--- config.mk ---
export PLATFORM = sky130hd
export DESIGN_NAME = booth4_sequencer
export DESIGN_NICKNAME = d
export VERILOG_FILES = /design/src/rtl/booth4_sequencer.sv
export SDC_FILE = /design/constraint.sdc
export NUM_CORES = 1
export LEC_CHECK = 0
export CAP_MARGIN = 30
export CORE_MARGIN = 2
export CORE_UTILIZATION = 47
export CTS_CLUSTER_DIAMETER = 80
export DETAILED_ROUTE_END_ITERATION = 7
export GPL_TIMING_DRIVEN = 1
export MAX_ROUTING_LAYER = met4
export PLACE_DENSITY = 0.88
export SETUP_SLACK_MARGIN = 0.1
export SYNTH_ARGS = -nofsm -noshare
export SYNTH_HDL_FRONTEND = slang
export SYNTH_SLANG_ARGS = --single-unit
--- constraint.sdc ---
create_clock -name clk -period 1.91 [get_ports clk]
set_input_delay 0.191 -clock clk [delete_from_list [all_inputs] [get_ports clk]]
set_output_delay 0.191 -clock clk [all_outputs]
set_load 0.02 [all_outputs]
--- src/rtl/booth4_sequencer.sv ---
// Radix-4 Booth multiplier sequencer: holds A/Q/Q-1/M, recodes bit-pairs into
// {c4,c3} adder selects, captures the external 9-bit sum and shifts right by 2.
module booth4_sequencer (
  input  logic        clk,
  input  logic        rst,
  input  logic        start,
  input  logic [7:0]  multiplicand,
  input  logic [7:0]  multiplier,
  input  logic [8:0]  sum,
  output logic [8:0]  reg_A,
  output logic [8:0]  reg_M,
  output logic        c3,
  output logic        c4,
  output logic        busy,
  output logic        done,
  output logic [15:0] product
);

  typedef enum logic [2:0] {
    S_IDLE, S_LOAD, S_PRIME, S_PARK, S_DRIVE, S_ACC, S_SHIFT, S_DONE
  } state_t;

  state_t      state_q, state_d;
  logic [8:0]  regA_q, regA_d;
  logic [8:0]  regM_q, regM_d;
  logic [7:0]  regQ_q, regQ_d;
  logic        qm1_q, qm1_d;
  logic [1:0]  cnt_q, cnt_d;
  logic [15:0] product_q, product_d;
  logic [1:0]  code_q, code_d;
  logic [1:0]  target_q, target_d;
  logic        ovf_q, ovf_d;

  logic [2:0]  digit;
  logic        goRecode;
  logic        fill;
  logic        opSign;
  logic [8:0]  shiftA;
  logic [7:0]  shiftQ;

  // Returns {zero, c4, c3} for a Booth triplet {q(2i+1), q(2i), q(2i-1)}.
  function automatic logic [2:0] recode(input logic [2:0] bits);
    case (bits)
      3'b000, 3'b111: recode = 3'b100;
      3'b001, 3'b010: recode = 3'b000;
      3'b011:         recode = 3'b001;
      3'b100:         recode = 3'b011;
      default:        recode = 3'b010;
    endcase
  endfunction

  always_ff @(posedge clk) begin
    if (rst) begin
      state_q   <= S_IDLE;
      regA_q    <= '0;
      regM_q    <= '0;
      regQ_q    <= '0;
      qm1_q     <= 1'b0;
      cnt_q     <= '0;
      product_q <= '0;
      code_q    <= 2'b00;
      target_q  <= 2'b00;
      ovf_q     <= 1'b0;
    end else begin
      state_q   <= state_d;
      regA_q    <= regA_d;
      regM_q    <= regM_d;
      regQ_q    <= regQ_d;
      qm1_q     <= qm1_d;
      cnt_q     <= cnt_d;
      product_q <= product_d;
      code_q    <= code_d;
      target_q  <= target_d;
      ovf_q     <= ovf_d;
    end
  end

  // A -2M step on M=-128 leaves +256 in the 9-bit sum; ovf_q restores the true sign for the shift.
  assign fill   = regA_q[8] ^ ovf_q;
  assign shiftA = {fill, fill, regA_q[8:2]};
  assign shiftQ = {regA_q[1:0], regQ_q[7:2]};
  assign opSign = regM_q[8] ^ code_q[1];
  assign digit  = (state_q == S_SHIFT) ? recode(regQ_q[3:1])
                                       : recode({regQ_q[1:0], qm1_q});

  always_comb begin
    state_d   = state_q;
    regA_d    = regA_q;
    regM_d    = regM_q;
    regQ_d    = regQ_q;
    qm1_d     = qm1_q;
    cnt_d     = cnt_q;
    product_d = product_q;
    target_d  = target_q;
    ovf_d     = ovf_q;
    code_d    = 2'b00;
    goRecode  = 1'b0;

    case (state_q)
      S_IDLE: begin
        if (start) state_d = S_LOAD;
      end
      S_LOAD: begin
        regM_d  = {multiplicand[7], multiplicand};
        regQ_d  = multiplier;
        regA_d  = '0;
        qm1_d   = 1'b0;
        cnt_d   = '0;
        ovf_d   = 1'b0;
        code_d  = 2'b01;
        state_d = S_PRIME;
      end
      S_PRIME: goRecode = 1'b1;
      S_PARK: begin
        code_d  = target_q;
        state_d = S_DRIVE;
      end
      S_DRIVE: begin
        code_d  = target_q;
        state_d = S_ACC;
      end
      S_ACC: begin
        regA_d  = sum;
        ovf_d   = (regA_q[8] == opSign) && (sum[8] != regA_q[8]);
        state_d = S_SHIFT;
      end
      S_SHIFT: begin
        regA_d = shiftA;
        regQ_d = shiftQ;
        qm1_d  = regQ_q[1];
        cnt_d  = cnt_q + 2'd1;
        ovf_d  = 1'b0;
        if (cnt_q == 2'd3) begin
          product_d = {shiftA[7:0], shiftQ};
          state_d   = S_DONE;
        end else begin
          goRecode = 1'b1;
        end
      end
      S_DONE:  state_d = S_IDLE;
      default: state_d = S_IDLE;
    endcase

    if (goRecode) begin
      if (digit[2]) begin
        state_d = S_SHIFT;
      end else begin
        target_d = digit[1:0];
        code_d   = ~digit[1:0];
        state_d  = S_PARK;
      end
    end
  end

  assign reg_A   = regA_q;
  assign reg_M   = regM_q;
  assign c4      = code_q[1];
  assign c3      = code_q[0];
  assign busy    = (state_q != S_IDLE) && (state_q != S_DONE);
  assign done    = (state_q == S_DONE);
  assign product = product_q;

endmodule

=== Word level (Yosys, flattened, before mapping) ===
Cells that the tools add are included.

* Equality and inequality tests: 23
* Muxes and demuxes: 18
* Add/sub/neg operators: 1
* Reduce and logical (&&, ||, !) cells: 19
* Bitwise operators: 4

{| class="wikitable"
|+ Operators by type and width
! operator !! number
|-
| $pmux 9 s3 || 1
|-
| $eq 3x3->1 const B || 8
|-
| $pmux 3 s4 || 2
|-
| $pmux 3 s7 || 1
|-
| $eq 3x2->1 const B || 6
|-
| $pmux 8 s2 || 1
|-
| $mux 3 || 5
|-
| $reduce_or 2->1 || 6
|-
| $eq 3x1->1 const B || 3
|-
| $logic_not 3->1 || 3
|-
| $pmux 2 s2 || 2
|-
| $reduce_bool 8->1 || 1
|-
| $ne 3x3->1 const B || 2
|-
| $pmux 1 s2 || 3
|-
| $reduce_bool 3->1 || 2
|-
| $mux 2 || 2
|-
| $reduce_and 2->1 || 2
|-
| $reduce_bool 2->1 || 2
|-
| $ne 3x2->1 const B || 1
|-
| $reduce_and 3->1 || 1
|-
| $add 2x1->2 const B || 1
|-
| $eq 2x2->1 const B || 1
|-
| $logic_and 1x1->1 || 2
|-
| $not 2->2 || 1
|-
| other kinds (5) || 6
|}

* Output and inout bits: 38
* Word-level logic and storage cells: 75
* Bits in registers: 52
* Input port bits: 28

=== Depth between registers and ports, before layout ===
Gate-level depths: netlist of run 1.

* Depth after elaboration: 7
* Depth in mapped cells: 7
* Mapped depth without buffers: 5

=== Worst setup path before layout of run 1 ===
OpenSTA, ideal clock, no wires.

* Path kind: reg-to-reg
* Start point: register state_q[0]
* End point: register product_q[14] (netlist: product[14])
* Arrival time: 1.213 ns
* Setup time: 0.132 ns
* Path buffers: 3
* Cell stages (with the launch flop): 8
* Required time: 1.778 ns
* Period minus slack after synthesis: 1.345 ns
* Setup slack: 0.565 ns
* Path through: dfxtp_1 and3b_1 buf_4 and2_1 buf_2 buf_6 nand2_1 a21oi_1

* Longest elaborated chain between the ends: 2

{| class="wikitable"
|+ Ends and longest elaborated chain
! item !! line !! text
|-
| start: declaration || 23 || <nowiki>state_t state_q, state_d;</nowiki>
|-
| start signal: assignment || 65 || <nowiki>state_q <= state_d;</nowiki>
|-
| $eq 3x3->1 || 99 || <nowiki>case (state_q)</nowiki>
|-
| $reduce_and 2->1 (no source line) || -- ||
|-
| end signal: assignment || 71 || <nowiki>product_q <= product_d;</nowiki>
|-
| end: declaration || 29 || <nowiki>logic [15:0] product_q, product_d;</nowiki>
|}

Every way passes these cells.
A chain may end at the register's enable or synchronous reset.

=== Final worst setup path of run 1 ===
* Start point: register state_q[0]
* End point: register code_q[0]

* Longest elaborated chain between the ends: 5
* Elaborated cells between the ends (all ways): 12
* Those cells by class: eq/ne (5); mux (5); bitwise (1); reduce/logical (1)

{| class="wikitable"
|+ Ends and longest elaborated chain
! item !! line !! text
|-
| $eq 3x3->1, or another cell as far along || 99 ||
|-
| $reduce_or 2->1 (no source line) / $mux 3 (equally long branches) || -- ||
|-
| $pmux 2 s2 / $not 2->2 (equally long branches) || 99, 149 ||
|-
| $mux 2 || 145 || <nowiki>if (digit[2]) begin</nowiki>
|-
| $mux 2 * || 144 || <nowiki>if (goRecode) begin</nowiki>
|-
| end signal: assignment || 72 || <nowiki>code_q <= code_d;</nowiki>
|-
| end: declaration || 30 || <nowiki>logic [1:0] code_q, code_d;</nowiki>
|}

Every way passes the cells marked *; elsewhere a longest branch is shown, timed or not.

==> metrics.md, run 1 <==
| Metric | Value |
|---|---|
| Initial antenna violation count | `0` |
| Iteration-0 DRC Markers | `202` |
| Placed Area | `2900 um^2` |
| Seq pwr share | `47.7%` |
| Top post-synthesis cells by count | `70 x nand2_1, 52 x dfxtp_1, 31 x a21oi_1, 29 x nor2_1, 11 x a22oi_1` |
| Fin Setup TNS | `0 ns` |
| Num CTS Buffers | `5` |
| Synth Flop Type | `dfxtp_1` |
| Req. time, crit path | `2.08 ns` |
| Min Tclk post-route | `1.68 ns` |
| Final Instance Area | `3010 um^2` |
| Worst path bufs/invs | `1` |
| Core ar. | `4660 um^2` |
| Hold Vio Cnt, Final | `0` |
| Synth area leaders | `dfxtp_1 47%, nand2_1 12%, a21oi_1 6.9%` |
| Layout cell share with drive strength beyond 1 | `7.99%` |
| Avg Synthesized Cell Area | `8.08 um^2` |
| Synth Warn # | `0` |
| Die Width | `73.0 um` |
| Vias per inst | `5.58` |
| Critical path cell sequence | `buf_4, nand2b_1, nor4_1, a31o_2, o211a_1, nor3_1` |
| Drt drc | `0` |
| #FFs+latches synth | `52` |
| Power Internal | `1.82 mW` |
| Synth top area share | `46.5%` |
| Initial core utilization | `48.0%` |
| Largest net degree at the start of global routing | `30` |
| Routed Wire Length | `5570 um` |
| DR vias | `2189` |
| Pre-CTS WS | `0.101 ns` |
| Final worst-path setup slack | `0.230 ns` |
| Clock Skew | `0.00813 ns` |
| Highest clock rate | `595 MHz` |
| Setup violators final | `0` |
| CP max-delay cell | `dfxtp_1` |
| Clock power share | `28.8%` |
| Worst hold path class | `primary input to flop` |
| Ports | `66` |
| HPWL Detailed | `3990 um` |
| Remaining Overflow, GRT | `0` |
| Final GP Congestion | `0.826` |
| CP startpoint kind | `flop` |
| Sw Ratio | `30.1%` |
| Slew Viols, Final | `0` |
| CTS tree | `built` |
| Wire per inst | `14.2 um` |
| TritonRoute pass-1 iters | `4` |
| Outcome | `finished, final reports clean` |
| Rel. slew slack | `63.3%` |
| Tot GR Track Use | `22.2%` |
| Net switching power | `783 uW` |
| Worst-path fanout max | `10` |
| Max-cap check violation count | `0` |
| RSZ-0062 raised after global routing | `false` |
| Post-synth EDFFs | `0` |
| Worst slew pin tran | `0.550 ns` |
| Largest delay share family, worst path | `simple AND/OR/NAND/NOR gates` |
| Vias in the first global route | `2012` |
| First-pass GRT wire length | `8980 um` |
| Critical path type | `flop to flop` |
| Post-Syn Nets | `306` |
| H-Tree Depth | `2` |
| Mapped Cells | `277` |
| Buffers added on ports | `65` |
| Layout area overhead | `34.6%` |
| Diode count | `0` |
| Die ar. | `5330 um^2` |
| Sequential-to-total area share from yosys stat | `46.5%` |
| Post-synth ARST share | `0%` |
| Pwr dens | `864 nW/um^2` |
| Leading cell type by number of instances after synthesis | `nand2_1` |
| Reg clk slew, reported paths | `0.09 ns` |
| Die height | `73.0 um` |
| Critical path arrival | `1.85 ns` |
| CTS Sinks | `52` |
| Antenna viol nets, final | `0` |
| Worst-skew pair later-pin latency | `0.31 ns` |
| Combinational fraction of design power | `23.5%` |
| Max clock buf depth | `2` |
| CP endpoint kind | `flop` |
| Leakage power figure | `1.14 nW` |
| Mapped cell area | `2240 um^2` |
| NumNets Final | `366` |
| Root Buffer | `clkbuf_8` |
| Fin crit share | `88.0%` |
| Yosys cell types | `41` |
| Rows | `25` |
| Area leader, netlist | `dfxtp_1` |
| VDD IR-drop max | `486 uV` |
| Slowest stage delay, CP | `0.37 ns` |
| Post-cts hold buffer count | `0` |
-- worst paths after layout --
kind	from	end	slack, ns	cells after the start
worst max register to register	state_q[0]	code_q[0]	0.23	6
worst max-delay path	state_q[0]	code_q[0]	0.23	6
worst min register to register	product[2]	product[2]	0.46	2
worst min-delay path	rst	ovf_q	0.35	2
-- through the flow --
step	instances	hold slack, ns	total power, mW	util (%)
finish	392	0.347	2.60	64.6
global placement	384	0.442	1.86	62.1
global route	392	0.361	2.73	64.6
CTS	392	0.335	2.61	64.5
detailed placement	384	0.446	1.88	62.1
floorplan	277	0.327	1.65	-
-- metal layers --
| layer | vias to the layer above | GRT usage [%] | wire (um) |
|---|---|---|---|
| li1 | 1071 | - | - |
| met1 | 1021 | 25.3 | 2280 |
| met2 | 83 | 37.1 | 2820 |
| met3 | 14 | 4.28 | 326 |
| met4 | 0 | 10.5 | 141 |
| met5 | - | - | 0 |
-- placed cells by master, fill, tap and decap left out, types with 3 or more instances in the layout --
cell             synthesis  layout
nand2_1                 70      70
clkdlybuf4s50_1          0      62
dfxtp_1                 52      51
a21oi_1                 31      31
nor2_1                  29      29
a22oi_1                 11      11
buf_4                    7      11
a311oi_1                 7       7
a22o_1                   7       7
nor3_1                   5       5
clkbuf_8                 0       5
and3_1                   4       4
nor4_1                   4       4
nor2b_1                  3       3
nand2b_1                 3       3
-- power by group through the flow --
stage | registers, mW | logic [mW] | clock network, mW
6_report | 1.24 | 0.612 | 0.749
4_1_cts | 1.24 | 0.613 | 0.761
3_3_place_gp | 1.25 | 0.601 | 0
3_5_place_dp | 1.26 | 0.615 | 0
5_1_grt | 1.25 | 0.672 | 0.809
2_1_floorplan | 1.27 | 0.387 | 0
-- layout make-up --
| class | instances | area [um^2] |
|---|---|---|
| fillers | 381 | 1650 |
| multi-input cells | 201 | 1060 |
| flip-flops and latches | 52 | 1040 |
| repair buffers | 76 | 729 |
| clock buffers | 5 | 68.8 |
| well taps | 54 | 67.6 |
| clock inverters | 3 | 42.5 |
| inverters | 1 | 3.75 |
-- flip-flops by register name, indices dropped and copies added (netlist names) --
register / count
cnt_q: 2
code_q: 2
ovf_q: 1
product: 16
qm1_q: 1
regQ_q: 8
reg_A: 9
reg_M: 8
state_q: 3
target_q: 2
-- kinds of logic (layout without fill, tap and decap cells) --
family                     count (synthesis)  count (layout)  synth area share, %
and+or+nand+nor                          127             127                 24.4
AOI/OAI and AO/OA                         71              71                 21.4
DFF                                       52              52                 46.5
buffers and inverters                     24              85                 6.26
xor gates and xnor gates                   2               2                0.783
adders and majority gates                  1               1                0.559
-- worst reg2reg max path, stage by stage (launching register included) --
cell and delay [ns]:
dfxtp_1 0.37, buf_4 0.19, nand2b_1 0.19, nor4_1 0.34
a31o_2 0.24, o211a_1 0.19, nor3_1 0.05
-- what timing repair did --
item | in CTS | in global routing
endpoints found under the setup margin | 7 | 11
setup buffers | 0 | 0
gates resized for setup | 2 | 2
Note: power is estimated with default switching activity, not from simulation.
==> run 2, diff against run 1 <==
==> constraint.sdc (replaced) <==
create_clock -name clk -period 1.91 [get_ports clk]
set_input_delay 0.382 -clock clk [delete_from_list [all_inputs] [get_ports clk]]
set_output_delay 0.382 -clock clk [all_outputs]
set_load 0.01 [all_outputs]
==> run 2 against run 1 <==
  * Combinational power shrank 4.7%
  * Global-route usage shrank 0.93 points
  * Cell area is essentially flat
  * Wire length shrank 4.6%
  * Highest routed layer unchanged
  * Critical endpoint is now reg_A[8]
==> metrics.md, run 2 (synthesized netlist as in run 1, its figures left out) <==
| Metric | Value |
|---|---|
| Req. time, crit path | `1.53 ns` |
| Critical path origin | `reg_A[8]` |
| Hold Vio Cnt, Final | `0` |
| Util after Layout | `64.7%` |
| R2r setup slk | `0.35 ns` |
| Die Width | `73.0 um` |
| Outcome | `finished, final reports clean` |
| Critical Path Sink | `reg_A[8]` |
| Largest net degree at the start of global routing | `27` |
| Worst path depth | `1` |
| Final GP Congestion | `0.816` |
| Largest delay share family, worst path | `buffers and inverters` |
| Critical path cell sequence | `clkdlybuf4s50_1` |
| Post-CTS Setup Bufs | `0` |
| Path depth of the worst reg2reg path | `6` |
| Wire per inst | `13.5 um` |
| CP startpoint kind | `flop` |
| Clock Skew | `0.00566 ns` |
| First-pass GRT wire length | `8570 um` |
| Diode count | `0` |
| Highest clock rate | `580 MHz` |
| Layout cell share with drive strength beyond 1 | `8.53%` |
| Worst-path fanout max | `5` |
| Ports | `66` |
| Most frequent cells in the layout | `70 x nand2_1, 62 x clkdlybuf4s50_1, 49 x dfxtp_1` |
| Num CTS Buffers | `5` |
| Remaining Overflow, GRT | `0` |
| Core ar. | `4660 um^2` |
| Reg clk slew, reported paths | `0.08 ns` |
| RSZ-0062 raised after global routing | `false` |
| Buffers added on ports | `65` |
| Min Tclk post-route | `1.72 ns` |
| Number of flip-flops in the largest register | `16` |
| Drt drc | `0` |
| Die height | `73.0 um` |
| Setup violators final | `0` |
| CP endpoint kind | `output pin` |
| Worst path bufs/invs | `1` |
| Worst-skew pair later-pin latency | `0.30 ns` |
| CP max-delay cell | `clkdlybuf4s50_1` |
| DR vias | `2141` |
| Layout area overhead | `34.7%` |
| Initial antenna violation count | `0` |
| Pwr dens | `814 nW/um^2` |
| Hold Slack | `0.455 ns` |
| Tot GR Track Use | `21.2%` |
| Vias per inst | `5.43` |
| Met1 Use GR | `24.9%` |
| Root Buffer | `clkbuf_8` |
| Rows | `25` |
| TritonRoute pass-1 iters | `4` |
| Critical path type | `flop to output pin` |
| Commonest non-fill, non-tap cell in the layout | `nand2_1` |
| Rel. slew slack | `66.0%` |
| Gr busiest metal | `met2` |
| Antenna viol nets, final | `0` |
| Fin crit share | `90.2%` |
| NumNets Final | `368` |
| Iteration-0 DRC Markers | `158` |
| Slew Viols, Final | `0` |
| VDD IR-drop max | `618 uV` |
| Fin Setup TNS | `0 ns` |
| Total power | `2.45 mW` |
| GR met3 Demand/Resource | `3.18%` |
| Worst hold path class | `flop to flop` |
| Max clock buf depth | `2` |
| Worst R2R Start | `state_q[1]` |
| CTS tree | `built` |
| Worst slew pin tran | `0.508 ns` |
| Post-cts hold buffer count | `0` |
| Reg-to-reg critical path endpoint | `product[10]` |
| Leakage power figure | `1.14 nW` |
| Max-cap check violation count | `0` |
| H-Tree Depth | `2` |
| Initial core utilization | `48.0%` |
| Die ar. | `5330 um^2` |
| Vias in the first global route | `1994` |
| Routed Wire Length | `5310 um` |
| HPWL Detailed | `3830 um` |
| CTS Sinks | `52` |
| Fill cells | `371` |
| Met2 Resource Use GR | `34.9%` |
| Slowest stage delay, CP | `0.58 ns` |
| Critical path arrival | `1.34 ns` |
## run 2: cell type report
| class | instances | area [um^2] | area share [%] |
|---|---|---|---|
| Multi-Input combinational cell | 201 | 1060 | 35.2 |
| Tap cell | 54 | 67.6 | 2.24 |
| Timing Repair Buffer | 78 | 744 | 24.7 |
| Clock buffer | 8 | 90.1 | 2.99 |
| Sequential cell | 52 | 1050 | 34.7 |
| Inverter | 1 | 3.75 | 0.125 |
## run 2: per-stage QoR
step	cell area, um^2	setup slack [ns]	cells
3_5_place_dp	2910	0.291	386
4_1_cts	3000	0.0339	394
3_3_place_gp	2910	0.320	386
2_1_floorplan	2240	0.497	277
5_1_grt	3010	0.118	394
6_report	3010	0.187	394
## run 2: how the worst min path moves through the flow
stage / from / endpoint / cells past startpoint
floorplan: regQ_q[4] / product[2] / 2
global placement: product[2] / product[2] / 2
detailed placement: product[4] / product[4] / 2
CTS: product[7] / product[7] / 2
global route: product[0] / product[0] / 2
finish: product[3] / product[3] / 2
## run 2: report_power, final
part	internal, mW	switching, mW
logic	0.273	0.310
registers	1.16	0.0767
clock network	0.296	0.336
total	1.73	0.722
## run 2: metal layers
| layer | share of wire (%) | vias up | wire length (um) |
|---|---|---|---|
| met4 | 2.5 | 0 | 135 |
| li1 | - | 1075 | - |
| met5 | 0 | - | 0 |
| met2 | 51 | 57 | 2710 |
| met3 | 3.6 | 12 | 192 |
| met1 | 43 | 997 | 2280 |
## run 2: what timing repair did
item,4_1_cts,5_1_grt
setup endpoints to repair,2,1
endpoints found under the hold margin,0,0
gates resized for setup,2,5
